`src/rtl/traffic_light_pkg.sv`:
```
// rtl/traffic_light_pkg.sv - state enum, light encodings and duration helper for traffic_light_ctrl
package traffic_light_pkg;

    typedef enum logic [1:0] {
        ST_ALLRED,
        ST_GREEN,
        ST_YELLOW,
        ST_FLASH
    } tl_state_e;

    // Per-approach {red,yellow,green}
    localparam logic [2:0] RED    = 3'b100;
    localparam logic [2:0] YELLOW = 3'b010;
    localparam logic [2:0] GREEN  = 3'b001;
    localparam logic [2:0] OFF    = 3'b000;

    function automatic int max_dur(input int a, input int b, input int c, input int d);
        int m;
        m = a;
        if (b > m) m = b;
        if (c > m) m = c;
        if (d > m) m = d;
        return m;
    endfunction

endpackage

```
`src/rtl/tl_timer.sv`:
```
// rtl/tl_timer.sv - loadable down-counter with zero flag; holds at zero until reloaded
module tl_timer #(
    parameter int               CNT_W   = 8,
    parameter logic [CNT_W-1:0] RST_VAL = '0
) (
    input  logic             clk,
    input  logic             reset_n,
    input  logic             load_i,
    input  logic [CNT_W-1:0] load_val_i,
    output logic [CNT_W-1:0] cnt_o,
    output logic             zero_o
);

    logic [CNT_W-1:0] cnt_q, cnt_d;

    always_comb begin
        cnt_d = cnt_q;
        if (load_i) begin
            cnt_d = load_val_i;
        end else if (cnt_q != '0) begin
            cnt_d = cnt_q - CNT_W'(1);
        end
    end

    always_ff @(posedge clk or negedge reset_n) begin
        if (!reset_n) begin
            cnt_q <= RST_VAL;
        end else begin
            cnt_q <= cnt_d;
        end
    end

    assign cnt_o  = cnt_q;
    assign zero_o = (cnt_q == '0);

endmodule

```
`src/rtl/traffic_light_ctrl.sv`:
```
// rtl/traffic_light_ctrl.sv - multi-approach traffic light sequencer with pedestrian walk and night flash
module traffic_light_ctrl #(
    parameter int N_DIR    = 2,
    parameter int GREEN_T  = 8,
    parameter int YELLOW_T = 2,
    parameter int ALLRED_T = 2,
    parameter int PED_T    = 4,
    parameter int FLASH_T  = 3,
    parameter int CNT_W    = 8,
    localparam int DIR_W   = (N_DIR > 2) ? $clog2(N_DIR) : 1
) (
    input  logic               clk,
    input  logic               reset_n,
    input  logic               night,
    input  logic [N_DIR-1:0]   ped_req,
    output logic [3*N_DIR-1:0] light,
    output logic [N_DIR-1:0]   ped_walk,
    output logic [DIR_W-1:0]   cur_dir
);
    import traffic_light_pkg::*;

    localparam int MAX_T = max_dur(GREEN_T, YELLOW_T, ALLRED_T, FLASH_T);

    if (N_DIR < 2 || N_DIR > 4 || GREEN_T < 1 || YELLOW_T < 1 || ALLRED_T < 1 ||
        FLASH_T < 1 || PED_T < 1 || PED_T > GREEN_T || CNT_W < $clog2(MAX_T + 1)) begin : g_param_check
        $error("traffic_light_ctrl: illegal parameter combination");
    end

    localparam logic [CNT_W-1:0] T_GREEN  = CNT_W'(GREEN_T - 1);
    localparam logic [CNT_W-1:0] T_YELLOW = CNT_W'(YELLOW_T - 1);
    localparam logic [CNT_W-1:0] T_ALLRED = CNT_W'(ALLRED_T - 1);
    localparam logic [CNT_W-1:0] T_FLASH  = CNT_W'(FLASH_T - 1);
    localparam logic [CNT_W-1:0] WALK_MIN = CNT_W'(GREEN_T - PED_T);
    localparam logic [DIR_W-1:0] DIR_LAST = DIR_W'(N_DIR - 1);

    tl_state_e        state_q, state_d;
    logic [DIR_W-1:0] dir_q, dir_d;
    logic [N_DIR-1:0] pend_q, pend_d;
    logic             walk_q, walk_d;
    logic             lit_q, lit_d;

    logic             tmr_load;
    logic [CNT_W-1:0] tmr_val;
    logic [CNT_W-1:0] tmr_cnt;
    logic             tmr_zero;
    logic [N_DIR-1:0] dir_onehot;
    logic             walk_on;

    assign dir_onehot = N_DIR'(1) << dir_q;

    tl_timer #(
        .CNT_W   (CNT_W),
        .RST_VAL (T_ALLRED)
    ) u_timer (
        .clk        (clk),
        .reset_n    (reset_n),
        .load_i     (tmr_load),
        .load_val_i (tmr_val),
        .cnt_o      (tmr_cnt),
        .zero_o     (tmr_zero)
    );

    // Requests collect in pend; the served approach's bit is consumed only on its green entry.
    always_comb begin
        state_d  = state_q;
        dir_d    = dir_q;
        walk_d   = walk_q;
        lit_d    = lit_q;
        pend_d   = pend_q | ped_req;
        tmr_load = 1'b0;
        tmr_val  = T_ALLRED;
        if (tmr_zero) begin
            tmr_load = 1'b1;
            case (state_q)
                ST_ALLRED: begin
                    if (night) begin
                        state_d = ST_FLASH;
                        tmr_val = T_FLASH;
                        lit_d   = 1'b1;
                    end else begin
                        state_d = ST_GREEN;
                        tmr_val = T_GREEN;
                        walk_d  = |((pend_q | ped_req) & dir_onehot);
                        pend_d  = (pend_q | ped_req) & ~dir_onehot;
                    end
                end
                ST_GREEN: begin
                    state_d = ST_YELLOW;
                    tmr_val = T_YELLOW;
                end
                ST_YELLOW: begin
                    state_d = ST_ALLRED;
                    tmr_val = T_ALLRED;
                    dir_d   = (dir_q == DIR_LAST) ? '0 : dir_q + DIR_W'(1);
                end
                ST_FLASH: begin
                    if (night) begin
                        lit_d   = ~lit_q;
                        tmr_val = T_FLASH;
                    end else begin
                        state_d = ST_ALLRED;
                        tmr_val = T_ALLRED;
                    end
                end
                default: begin
                    state_d = ST_ALLRED;
                    tmr_val = T_ALLRED;
                end
            endcase
        end
    end

    always_ff @(posedge clk or negedge reset_n) begin
        if (!reset_n) begin
            state_q <= ST_ALLRED;
            dir_q   <= '0;
            pend_q  <= '0;
            walk_q  <= 1'b0;
            lit_q   <= 1'b1;
        end else begin
            state_q <= state_d;
            dir_q   <= dir_d;
            pend_q  <= pend_d;
            walk_q  <= walk_d;
            lit_q   <= lit_d;
        end
    end

    // Walk covers the first PED_T cycles of green, i.e. while the timer is still high.
    assign walk_on = walk_q && (tmr_cnt >= WALK_MIN);

    always_comb begin
        light    = '0;
        ped_walk = '0;
        for (int i = 0; i < N_DIR; i++) begin
            light[3*i +: 3] = RED;
            case (state_q)
                ST_GREEN: begin
                    if (dir_onehot[i]) begin
                        light[3*i +: 3] = GREEN;
                        ped_walk[i]     = walk_on;
                    end
                end
                ST_YELLOW: begin
                    if (dir_onehot[i]) light[3*i +: 3] = YELLOW;
                end
                ST_FLASH: light[3*i +: 3] = lit_q ? YELLOW : OFF;
                default: light[3*i +: 3] = RED;
            endcase
        end
    end

    assign cur_dir = dir_q;

endmodule

```
`config.mk`:
```
export PLATFORM = sky130hd
export DESIGN_NAME = traffic_light_ctrl
export DESIGN_NICKNAME = d
export VERILOG_FILES = /design/src/rtl/traffic_light_pkg.sv /design/src/rtl/tl_timer.sv /design/src/rtl/traffic_light_ctrl.sv
export SDC_FILE = /design/constraint.sdc
export NUM_CORES = 1
export LEC_CHECK = 0
export ABC_CLOCK_PERIOD_IN_PS = 6800
export CAP_MARGIN = 0
export CORE_UTILIZATION = 35
export DETAILED_ROUTE_END_ITERATION = 16
export REMOVE_ABC_BUFFERS = 1
export SETUP_SLACK_MARGIN = 0.4
export SLEW_MARGIN = 20
export SYNTH_ARGS = -nofsm -noshare
export SYNTH_HDL_FRONTEND = slang
export SYNTH_HIERARCHICAL = 1
export SYNTH_SLANG_ARGS = --single-unit
```
`constraint.sdc`:
```
create_clock -name clk -period 6.8 [get_ports clk]
set_input_delay 1.36 -clock clk [delete_from_list [all_inputs] [get_ports clk]]
set_output_delay 1.36 -clock clk [all_outputs]
set_load 0.01 [all_outputs]
```
== Word level (Yosys, flattened, before mapping) ==
Cells that the tools add are included.
W data, S select, Z words.

* Flip-flop bits (word level): 15
* Output and inout bits: 9
* Word-level logic and storage cells: 62

* Add/subtract/negate cells: 2
* $lt $le $gt $ge: 1
* Equality and inequality tests: 6
* Shift operators: 1
* Mux-type cells: 28
* Bitwise logic cells: 6
* Reductions and logical operators: 12

{| class="wikitable"
|+ Operators by type and width
! cell !! number
|-
| $mux W8 || 3
|-
| $pmux W8 S3 || 1
|-
| $pmux W3 S3 || 2
|-
| $mux W3 || 5
|-
| $mux W2 || 7
|-
| $ge A8 B3 Y1 const B || 1
|-
| $logic_not A8 Y1 || 1
|-
| $mux W1 || 8
|-
| $pmux W2 S4 || 1
|-
| $reduce_bool A8 Y1 || 1
|-
| $sub A8 B1 Y8 const B || 1
|-
| $ne A2 B2 Y1 const B || 3
|-
| $and A2 B2 Y2 || 2
|-
| $eq A2 B2 Y1 const B || 2
|-
| $reduce_and A2 Y1 || 2
|-
| $reduce_and A4 Y1 || 1
|-
| $reduce_bool A2 Y1 || 2
|-
| $reduce_or A2 Y1 || 2
|-
| $reduce_and A3 Y1 || 1
|-
| $eq A2 B1 Y1 const B || 1
|-
| $logic_not A2 Y1 || 1
|-
| $not A1 Y1 || 2
|-
| $not A2 Y2 || 1
|-
| $or A2 B2 Y2 || 1
|-
| other kinds (4) || 4
|}

== Logic depth before layout (Yosys ltp) ==
Gate-level depths: netlist of run 1.

* Depth in word-level cells: 6
* Mapped depth: 8
* Depth with buffers taken out: 7

== Cells and area by module ==
Netlist of run 1, hierarchy kept.

{| class="wikitable"
|+ Modules (own cells, without submodules)
! module !! times used !! cells an instance !! area an instance (um^2) !! seq. area each (um^2)
|-
| traffic_light_ctrl || 1 || 58 || 514.2 || 176.4
|-
| tl_timer || 1 || 54 || 478.0 || 201.4
|}

== Worst setup path before layout of run 1 ==
No wires, ideal clock.

* Kind: register -> output
* Start point: register u_timer.cnt_q[6] (netlist: u_timer/cnt_o[6])
* End point: output port ped_walk[0]
* Data arrival time: 1.240 ns
* Path slack: 4.200 ns
* Stages on the path, launching flop included: 4
* Cells stage by stage: dfrtp_1 -> or4_4 -> o31ai_4 -> nor3b_1

* Cells in the longest elaborated chain, start to end: 4

{| class="wikitable"
|+ Ends and longest elaborated chain
! item !! line !! source
|-
| start: declaration || tl_timer.sv:14 || <nowiki>logic [CNT_W-1:0] cnt_q, cnt_d;</nowiki>
|-
| start signal: assignment || tl_timer.sv:29 || <nowiki>cnt_q <= cnt_d;</nowiki>
|-
| $ge A8 B3 Y1 || traffic_light_ctrl.sv:130 || <nowiki>assign walk_on = walk_q && (tmr_cnt >= WALK_MIN);</nowiki>
|-
| $logic_and A1 B1 Y1 || traffic_light_ctrl.sv:130 ||
|-
| $mux W1 || traffic_light_ctrl.sv:139 || <nowiki>if (dir_onehot[i]) begin</nowiki>
|-
| $mux W1 || traffic_light_ctrl.sv:137 || <nowiki>case (state_q)</nowiki>
|-
| end: declaration || traffic_light_ctrl.sv:17 || <nowiki>output logic [N_DIR-1:0] ped_walk,</nowiki>
|}

No other way between the ends.

== Worst setup path after layout of run 1 ==
Same ends and word-level chain as after synthesis.

==> results by group, run 1 <==
Routing
  – Detail Route Antenna Nets: 0
  – Post-DR wirelength/cell: 13.1 um
  – Vias: 892
  – First DRT Iteration DRCs: 34
  – Final WL: 2090 um
  – DRC: 0
  – Drt first pass iters: 4
  – Via density: ~5.6

Synthesis
  – Syn avg cell area: around 8.9 um2
  – Seq/Total Area, Yosys: a little under two fifths
  – Synthesis warning total: 6
  – Unique cell type count in the Yosys netlist: 44
  – Async S/R FF share, synth: 100%
  – Gate Count Post-Synth: about 110
  – Top FF cell, synth: dfrtp_1
  – Post-synth EDFFs: 0
  – Mapped cell area: 992 um2
  – Yosys reg bits: 15

Place
  – Pre-CTS worst setup slack: roughly 3.7 ns
  – Port Buf Inserts: 13
  – DP HPWL: 1550 um
  – Final Wtd Congestion: 0.851

CTS
  – Post-CTS setup buffers: 0
  – CTS tree: done
  – Worst skew pair latency: 0.29 ns
  – Root Buffer: clkbuf_4
  – Clock sinks: 15
  – H-tree levels: 1
  – CTS Hold Bufs: 0
  – Post-CTS Resized: 0
  – Clock Pin Slew Worst Setup and Hold Paths: 0.10 ns
  – Max clock buf depth: 2
  – Num CTS Buffers: 3

Timing
  – Final worst slack: ~3.4 ns
  – Final Max Slew Viols: 0
  – RSZ-0062 raised after global routing: no
  – Tightest Pin Transition: 0.704 ns
  – Setup TNS: 0 ns
  – Max Clock Skew: ~0.0018 ns
  – Max Fclk: 0.290 GHz
  – Final Hold Viols: 0
  – Post-route minimum period: roughly 3.4 ns
  – Worst slew margin: 52.9%
  – Tcrit/Tclk final: 50.7%
  – Final setup fails: 0

Layout
  – Post-route core utilization: 46.2%
  – Final layout net count: between 100 and 150
  – Area growth from synthesis to layout: 19.5%
  – Fillers: 266
  – Diode count: 0
  – Ratio of cells with drive above 1 in the final layout: 6.15%

Global route
  – Initial antenna violation count: 0
  – Grt ovf: 0
  – Vias in the first global route: 787
  – Global-route wire length before repair: about 3500 um
  – Largest net degree at the start of global routing: 18
  – GRT Total Usage: 14.3%

Die
  – # rows: 18
  – Die width: 55.2 um
  – Initial Utilization: between 30% and 40%
  – Core footprint: 2570 um2
  – Number of top-level pins: 14
  – Die Ht: 55.2 um
  – Area of the die: 3050 um2

Critical path
  – CP Launch Type: flop
  – Critical path class: reg2out
  – R2R Setup Slk: 4.35 ns
  – Worst Path Required: 5.44 ns
  – Crit path DAT: 2.09 ns
  – CP Capture Type: primary output
  – CP max FO: 7

Power and ir drop
  – Static Leak: 0.459 nW
  – Total power: 0.442 mW
  – Ratio of total power to cell area: ~370 nW/um2
  – Maximum vdd drop: 0.213 mV

Flow run
  – Maxcap violations: 0

Status
  – Status: finished clean

Hold path
  – Hold Crit Class: reg2reg
==> Yosys cell counts, types with 2 or more instances <==
cell type / n / area (um2)
dfrtp_1: 13 / 325
nor2_1: 13 / 48.8
ha_1: 6 / 75.1
nor3b_1: 2 / 15.0
inv_1: 7 / 26.3
xnor2_1: 2 / 17.5
a21oi_1: 6 / 30.0
o31ai_1: 3 / 22.5
o21bai_1: 2 / 15.0
nand2_1: 13 / 48.8
nor3_1: 4 / 20.0
o22a_1: 3 / 26.3
nor4_1: 2 / 12.5
o21ai_0: 3 / 15.0
nand3_1: 2 / 10.0
or4_1: 2 / 15.0
dfstp_2: 2 / 52.6
==> logic make-up after synthesis <==
logic type	Yosys count	share of synthesized area [%]
AO/OA/AOI/OAI	30	22.8
XOR/XNOR	2	1.77
adder cells (fa/ha/maj)	6	7.57
buffers and inverters	11	4.92
flip-flops	15	38.1
multiplexers	1	1.13
other	1	0.378
AND/OR/NAND/NOR	46	23.3
==> routing by layer <==
layer / global-route usage, % / vias to the layer above / wire [um]
li1: - / 443 / -
met5: 0 / - / 0
met2: 20.7 / 36 / 985
met4: 7.86 / 0 / 21
met1: 20.1 / 411 / 975
met3: 2.58 / 2 / 111
==> per-stage QoR <==
| stage | hold slack (ns) | std cells | instance area [um2] |
|---|---|---|---|
| final | 0.510 | 160 | 1190 |
| after global routing | 0.534 | 160 | 1190 |
| after CTS | 0.513 | 160 | 1190 |
| after detailed placement | 0.490 | 156 | 1160 |
| after global placement | 0.483 | 156 | 1160 |
| after floorplan | 0.472 | 112 | 985 |
==> worst max-delay path, stage by stage (launching register included) <==
cell	delay [ns]
dfrtp_1	0.46
or4_4	0.57
o31ai_4	0.19
nor3b_1	0.08
clkdlybuf4s50_1	0.49
==> report_power, final <==
part | total (mW) | switching [mW] | internal, mW
registers | 0.175 | 0.0531 | 0.122
clock network | 0.0547 | 0.0319 | 0.0228
logic | 0.212 | 0.104 | 0.109
==> final cells by class <==
cell class	count	area [um2]	share of cell area, %
Tap cell	30	37.5	3.16
Timing Repair Buffer	14	138	11.6
Clock buffer	4	26.3	2.22
Multi-Input combinational cell	90	581	48.9
Sequential cell	15	378	31.9
Inverter	7	26.3	2.22
==> worst paths after layout <==
kind	cells after the start	to	startpoint
hold / removal	1	pend_q[0]	pend_q[0]
hold reg to reg	1	pend_q[0]	pend_q[0]
setup / recovery	4	ped_walk[0]	u_timer/cnt_o[6]
setup reg to reg	8	walk_q	u_timer/cnt_o[1]
max in group asynchronous	1	state_q[1]	reset_n
min in group asynchronous	1	pend_q[1]	reset_n
==> registers in the layout (all words and copies together), names as in the netlist <==
name / cells
state_q: 2
walk_q: 1
u_timer/cnt_o: 8
pend_q: 2
cur_dir: 1
lit_q: 1
==> layout by cell type, fill, tap and decap left out, types with 3 or more instances in the layout <==
master | netlist | layout
o21ai_0 | 3 | 3
clkbuf_4 | 0 | 3
nand2_1 | 13 | 13
inv_1 | 7 | 7
clkdlybuf4s50_1 | 0 | 13
a21oi_1 | 6 | 6
nor3_1 | 4 | 4
ha_1 | 6 | 6
dfrtp_1 | 13 | 13
o22a_1 | 3 | 3
o31ai_1 | 3 | 3
nor2_1 | 13 | 13
conb_1 | 1 | 5
Power figures use the tool's default switching activity.
==> run 2: changes to the inputs <==
Settings changed: ABC_CLOCK_PERIOD_IN_PS 6800 to 3600.
Clock period 6.8 ns to 3.6 ns, I/O delays scaled along.
==> run 2 against run 1 <==
Effect of this change: first-iteration DRC count decreased by 38%; routed wire length decreased by 2.4%; final cell count unchanged; via count decreased by 1.3%; critical endpoint unchanged; largest cell class unchanged; highest routed layer unchanged.
==> results by group, run 2 (synthesized netlist as in run 1, its figures left out) <==
Status
  – Status: finished clean

Critical path
  – Stages on the worst setup path: 4 (unchanged)
  – Sequence of cells on the critical path: or4_4 > o31ai_4 > nor3b_1 > clkdlybuf4s50_1
  – Crit path launch: u_timer/cnt_o[6]
  – Critical path class: reg2out
  – Top Family by Delay on Critical Path: simple AND/OR/NAND/NOR gates
  – CP max stage delay: 0.57 ns (about the same)
  – Worst Path Required: 2.88 ns (-2.56 ns)
  – CP Launch Type: flop
  – Worst r2r src: u_timer/cnt_o[1]
  – CP max FO: 7 (unchanged)
  – CP Capture Type: primary output
  – Slowest CP cell: or4_4
  – WP buf/inv: 1 (unchanged)
  – Reg2reg path depth: 8 (unchanged)
  – Crit path DAT: 2.05 ns (-0.04 ns)

Timing
  – Hold_ws: 0.509 ns (-0.00105 ns)
  – Final setup fails: 0 (unchanged)
  – Max Fclk: 0.361 GHz
  – Final worst slack: 0.826 ns (-2.53 ns)
  – Post-route minimum period: 2.77 ns
  – Final Hold Viols: 0 (unchanged)
  – Tightest Pin Transition: 0.697 ns (-0.00786 ns)
  – Worst slew margin: 53.4% (+0.53 points)
  – Max Clock Skew: 0.00297 ns (+0.00120 ns)
  – RSZ-0062 raised after global routing: no
  – Tcrit/Tclk final: 77.0%
  – Final Max Slew Viols: 0 (unchanged)
  – Setup TNS: 0 ns (unchanged)

Routing
  – Via density: 5.50 (-1.3%)
  – Final WL: 2040 um (-2.4%)
  – Drt first pass iters: 4 (unchanged)
  – Post-DR wirelength/cell: 12.8 um (-2.4%)
  – First DRT Iteration DRCs: 21 (-38%)
  – DRC: 0 (unchanged)
  – Detail Route Antenna Nets: 0 (unchanged)
  – Vias: 880 (-1.3%)

Place
  – DP HPWL: 1560 um (+0.49%)
  – Port Buf Inserts: 13 (unchanged)
  – Final Wtd Congestion: 0.903 (+6.1%)
  – Pre-CTS worst setup slack: 1.14 ns (-2.54 ns)

Global route
  – Initial antenna violation count: 0 (unchanged)
  – GR met2 Demand/Resource: 21.2% (+0.52 points)
  – Met1 Resource Use GR: 19.3% (-0.80 points)
  – Global-route wire length before repair: 3390 um (-3.2%)
  – Largest net degree at the start of global routing: 18 (unchanged)
  – GRT Max-Usage Layer: met2
  – Vias in the first global route: 755 (-4.1%)
  – Grt ovf: 0 (unchanged)
  – GRT Total Usage: 13.9% (-0.37 points)
  – GR Util met3: 2.34% (-0.23 points)

Power and ir drop
  – Reg power frac: 39.8% (+0.2 points)
  – Clock share of power: 11.7% (-0.7 points)
  – Switch share: 42.0% (-0.66 points)
  – Switching power: 0.347 mW (+84%)
  – P_int: 0.479 mW (+89%)
  – Maximum vdd drop: 0.339 mV (+59%)
  – Ratio of total power to cell area: 697 nW/um2 (+87%)
  – Total power: 0.827 mW (+87%)
  – Comb pwr share: 48.5% (+0.5 points)
  – Static Leak: 0.459 nW (unchanged)

Layout
  – Diode count: 0 (unchanged)
  – Post-route core utilization: 46.2% (unchanged)
  – Fillers: 274 (+3.0%)
  – Final layout net count: 142 (unchanged)
  – Commonest cells after routing, fill and taps aside: nor2_1, nand2_1, dfrtp_1, clkdlybuf4s50_1, inv_1
  – Number of flip-flops in the largest register: 8 (unchanged)
  – Area growth from synthesis to layout: 19.5% (unchanged)
  – Ratio of cells with drive above 1 in the final layout: 6.15% (unchanged)

CTS
  – CTS Hold Bufs: 0 (unchanged)
  – Worst skew pair latency: 0.28 ns (about the same)
  – Clock sinks: 15 (unchanged)
  – Num CTS Buffers: 3 (unchanged)
  – H-tree levels: 1 (unchanged)
  – CTS tree: done
  – Max clock buf depth: 2 (unchanged)
  – Post-CTS setup buffers: 0 (unchanged)
  – Post-CTS Resized: 0 (unchanged)
  – Clock Pin Slew Worst Setup and Hold Paths: 0.09 ns (about the same)
  – Root Buffer: clkbuf_4

Flow run
  – Maxcap violations: 0 (unchanged)

Hold path
  – Hold Crit Class: reg2reg
  – WHS Path Cells: 1 (unchanged)
  – Hold wc startpoint: pend_q[1]

Die
  – Die width: 55.2 um (unchanged)
  – Initial Utilization: 38.6% (unchanged)
  – Core footprint: 2570 um2 (unchanged)
  – Number of top-level pins: 14 (unchanged)
  – Area of the die: 3050 um2 (unchanged)
  – # rows: 18 (unchanged)
  – Die Ht: 55.2 um (unchanged)
==> run 2: power groups by stage <==
stage               clock network (mW)  registers [mW]  logic (mW)
global placement                     0           0.327       0.396
floorplan                            0           0.310       0.269
detailed placement                   0           0.332       0.402
global route                     0.112           0.340       0.448
CTS                              0.104           0.329       0.404
finish                          0.0968           0.329       0.401
==> run 2: metal layers <==
metal	vias to the layer above	part of all wire (%)
met5	-	0
met4	0	0.59
met3	2	6.0
met2	29	45
met1	408	48
li1	441	-
==> run 2: metrics by stage <==
stage / cells / cell area, um2
after CTS: 160 / 1190
after floorplan: 112 / 985
after global routing: 160 / 1190
after detailed placement: 156 / 1160
final: 160 / 1190
after global placement: 156 / 1160
==> run 2: area by class of cell <==
| type | instances | area, um2 | share of cell area [%] |
|---|---|---|---|
| Clock buffer | 4 | 26.3 | 2.22 |
| Inverter | 7 | 26.3 | 2.22 |
| Multi-Input combinational cell | 90 | 581 | 48.9 |
| Sequential cell | 15 | 378 | 31.9 |
| Tap cell | 30 | 37.5 | 3.16 |
| Timing Repair Buffer | 14 | 138 | 11.6 |
==> run 2: path summary, 6_finish.rpt <==
check	slack (ns)	to
worst max-delay path	0.83	ped_walk[0]
worst min-delay path	0.51	pend_q[1]
worst max register to register	1.18	walk_q
worst min register to register	0.51	pend_q[1]
max in group asynchronous	2.31	state_q[1]
min in group asynchronous	0.85	pend_q[1]
==> run 3: changes to the inputs <==
Settings changed: ABC_CLOCK_PERIOD_IN_PS 3600 to 2600.
Clock period 3.6 ns to 2.6 ns, I/O delays scaled along.
==> run 3 against run 2 <==
Effect of this change: core utilization up 3.3 points; worst hold slack better by 0.0030 ns; sequential power grew 33%; global-route usage increased by 1.6 points; final cell count grew 5.0%; non-clock buffer count grew 8; combinational power up 59%; critical path depth unchanged; routed wire length up 7.0%; die area unchanged; count of clock-buffer cells in the layout unchanged; power up 47%; critical endpoint unchanged.
==> results by group, run 3 (synthesized netlist as in run 1, its figures left out) <==
CTS
  – Num CTS Buffers: 3 (unchanged)
  – CTS Hold Bufs: 0 (unchanged)
  – Clock sinks: 15 (unchanged)
  – Clock Pin Slew Worst Setup and Hold Paths: 0.10 ns (about the same)
  – H-tree levels: 1 (unchanged)
  – Worst skew pair latency: 0.28 ns (about the same)
  – Max clock buf depth: 2 (unchanged)
  – CTS tree: done
  – Root Buffer: clkbuf_4

Power and ir drop
  – Static Leak: 0.514 nW (+12%)
  – Maximum vdd drop: 0.493 mV (+45%)
  – Ratio of total power to cell area: 953 nW/um2 (+37%)

Global route
  – Largest net degree at the start of global routing: 18 (unchanged)
  – Initial antenna violation count: 0 (unchanged)
  – GRT Total Usage: 15.5% (+1.6 points)
  – Vias in the first global route: 866 (+15%)
  – Global-route wire length before repair: 3860 um (+14%)
  – Grt ovf: 0 (unchanged)

Routing
  – Detail Route Antenna Nets: 0 (unchanged)
  – First DRT Iteration DRCs: 25 (+19%)
  – Final WL: 2190 um (+7.0%)
  – Drt first pass iters: 4 (unchanged)
  – DRC: 0 (unchanged)
  – Post-DR wirelength/cell: 13.0 um (+1.9%)
  – Via density: 5.39 (-2.1%)
  – Vias: 905 (+2.8%)

Layout
  – Final instance area: 1270 um2 (+7.2%)
  – Commonest cells after routing, fill and taps aside: nand2_1, nor2_1, dfrtp_1, buf_4, a21oi_1
  – Diode count: 0 (unchanged)
  – Area growth from synthesis to layout: 28.1%
  – Fillers: 250 (-8.8%)
  – Ratio of cells with drive above 1 in the final layout: 18.8% (+13 points)
  – Final layout net count: 150 (+5.6%)
  – Most common cell after layout, fill and taps aside: nand2_1
  – Number of flip-flops in the largest register: 8 (unchanged)

Die
  – Die Ht: 55.2 um (unchanged)
  – Number of top-level pins: 14 (unchanged)
  – Area of the die: 3050 um2 (unchanged)
  – Initial Utilization: 38.6% (unchanged)
  – Core footprint: 2570 um2 (unchanged)
  – Die width: 55.2 um (unchanged)
  – # rows: 18 (unchanged)

Timing
  – Tcrit/Tclk final: 82.5%
  – Final Max Slew Viols: 0 (unchanged)
  – Final setup fails: 0 (unchanged)
  – Tightest Pin Transition: 0.705 ns (+0.00876 ns)
  – Setup TNS: 0 ns (unchanged)
  – RSZ-0062 raised after global routing: yes
  – Worst slew margin: 52.8% (-0.59 points)
  – Max Fclk: 0.466 GHz
  – Post-route minimum period: 2.14 ns
  – Max Clock Skew: 0.00428 ns (+0.00131 ns)
  – Final Hold Viols: 0 (unchanged)

Critical path
  – Worst Path Required: 2.08 ns (-0.80 ns)
  – CP Capture Type: primary output
  – CP max FO: 2 (-5)
  – Critical path class: reg2out
  – CP Launch Type: flop
  – Crit path DAT: 1.62 ns (-0.43 ns)
  – Crit path launch: u_timer/cnt_o[6]
  – Worst r2r src: u_timer/cnt_o[6]

Hold path
  – Hold wc startpoint: pend_q[0]
  – Hold Crit Class: reg2reg

Place
  – DP HPWL: 1520 um (-2.6%)
  – Placed Instance Area: 1170 um2 (+0.65%)
  – Port Buf Inserts: 13 (unchanged)
  – Final Wtd Congestion: 0.881 (-2.5%)

Status
  – Status: finished clean

Flow run
  – Maxcap violations: 0 (unchanged)
-- run 3: cell count changes in the layout (fill, tap and decap cells not counted), moves of 2 or more --
| cell | before | now |
|---|---|---|
| buf_4 | 1 | 8 |
| clkdlybuf4s50_1 | 13 | 5 |
| dlygate4sd2_1 | 0 | 4 |
| inv_2 | 0 | 2 |
| ha_1 | 6 | 3 |
| inv_1 | 7 | 5 |
| ha_4 | 0 | 2 |
-- run 3: area by class of cell --
class	instances	area, um2	area share, %
Clock buffer	4	26.3	2.07
Inverter	7	26.3	2.07
Multi-Input combinational cell	90	613	48.2
Sequential cell	15	379	29.8
Tap cell	30	37.5	2.95
Timing Repair Buffer	22	189	14.9
-- run 3: what timing repair did --
item / 4_1_cts / 5_1_grt
pin swaps: 0 / 0
setup buffers: 7 / 0
cloned: 0 / 0
endpoints found under the setup margin: 8 / 9
resized for setup: 12 / 13
-- run 3: worst paths after layout --
check / end / slack (ns) / depth (start not counted)
min in group asynchronous: pend_q[1] / 0.65 / 1
hold / removal: pend_q[0] / 0.51 / 1
max in group asynchronous: u_timer/cnt_o[4] / 1.45 / 1
setup / recovery: ped_walk[0] / 0.46 / 4
setup reg to reg: walk_q / 0.52 / 7
hold reg to reg: pend_q[0] / 0.51 / 1
-- run 3: metal layers --
metal	track usage, %	share of wire (%)
met1	21.9	49
met2	24.1	47
met3	2.58	3.5
met4	5.36	0.55
met5	0	0
-- run 3: critical path, stage by stage, from the launching register on --
cell,delay [ns]
dfrtp_1,0.39
or4_4,0.55
o31ai_4,0.20
nor3b_1,0.08
clkbuf_2,0.14
-- run 3: through the flow --
| step | util [%] | setup WS (ns) | power (mW) | hold WS, ns | cells |
|---|---|---|---|---|---|
| global route | 49.5 | 0.377 | 1.31 | 0.544 | 168 |
| detailed placement | 45.5 | 0.340 | 1.01 | 0.490 | 157 |
| CTS | 48.6 | 0.265 | 1.19 | 0.514 | 168 |
| finish | 49.5 | 0.456 | 1.21 | 0.512 | 168 |
| global placement | 45.5 | 0.361 | 1.00 | 0.483 | 157 |
| floorplan | - | 0.177 | 0.801 | 0.224 | 112 |
-- run 3: power by group --
group	internal, mW	switching (mW)
registers	0.321	0.117
logic	0.321	0.316
clock network	0.0595	0.0770
total	0.702	0.510
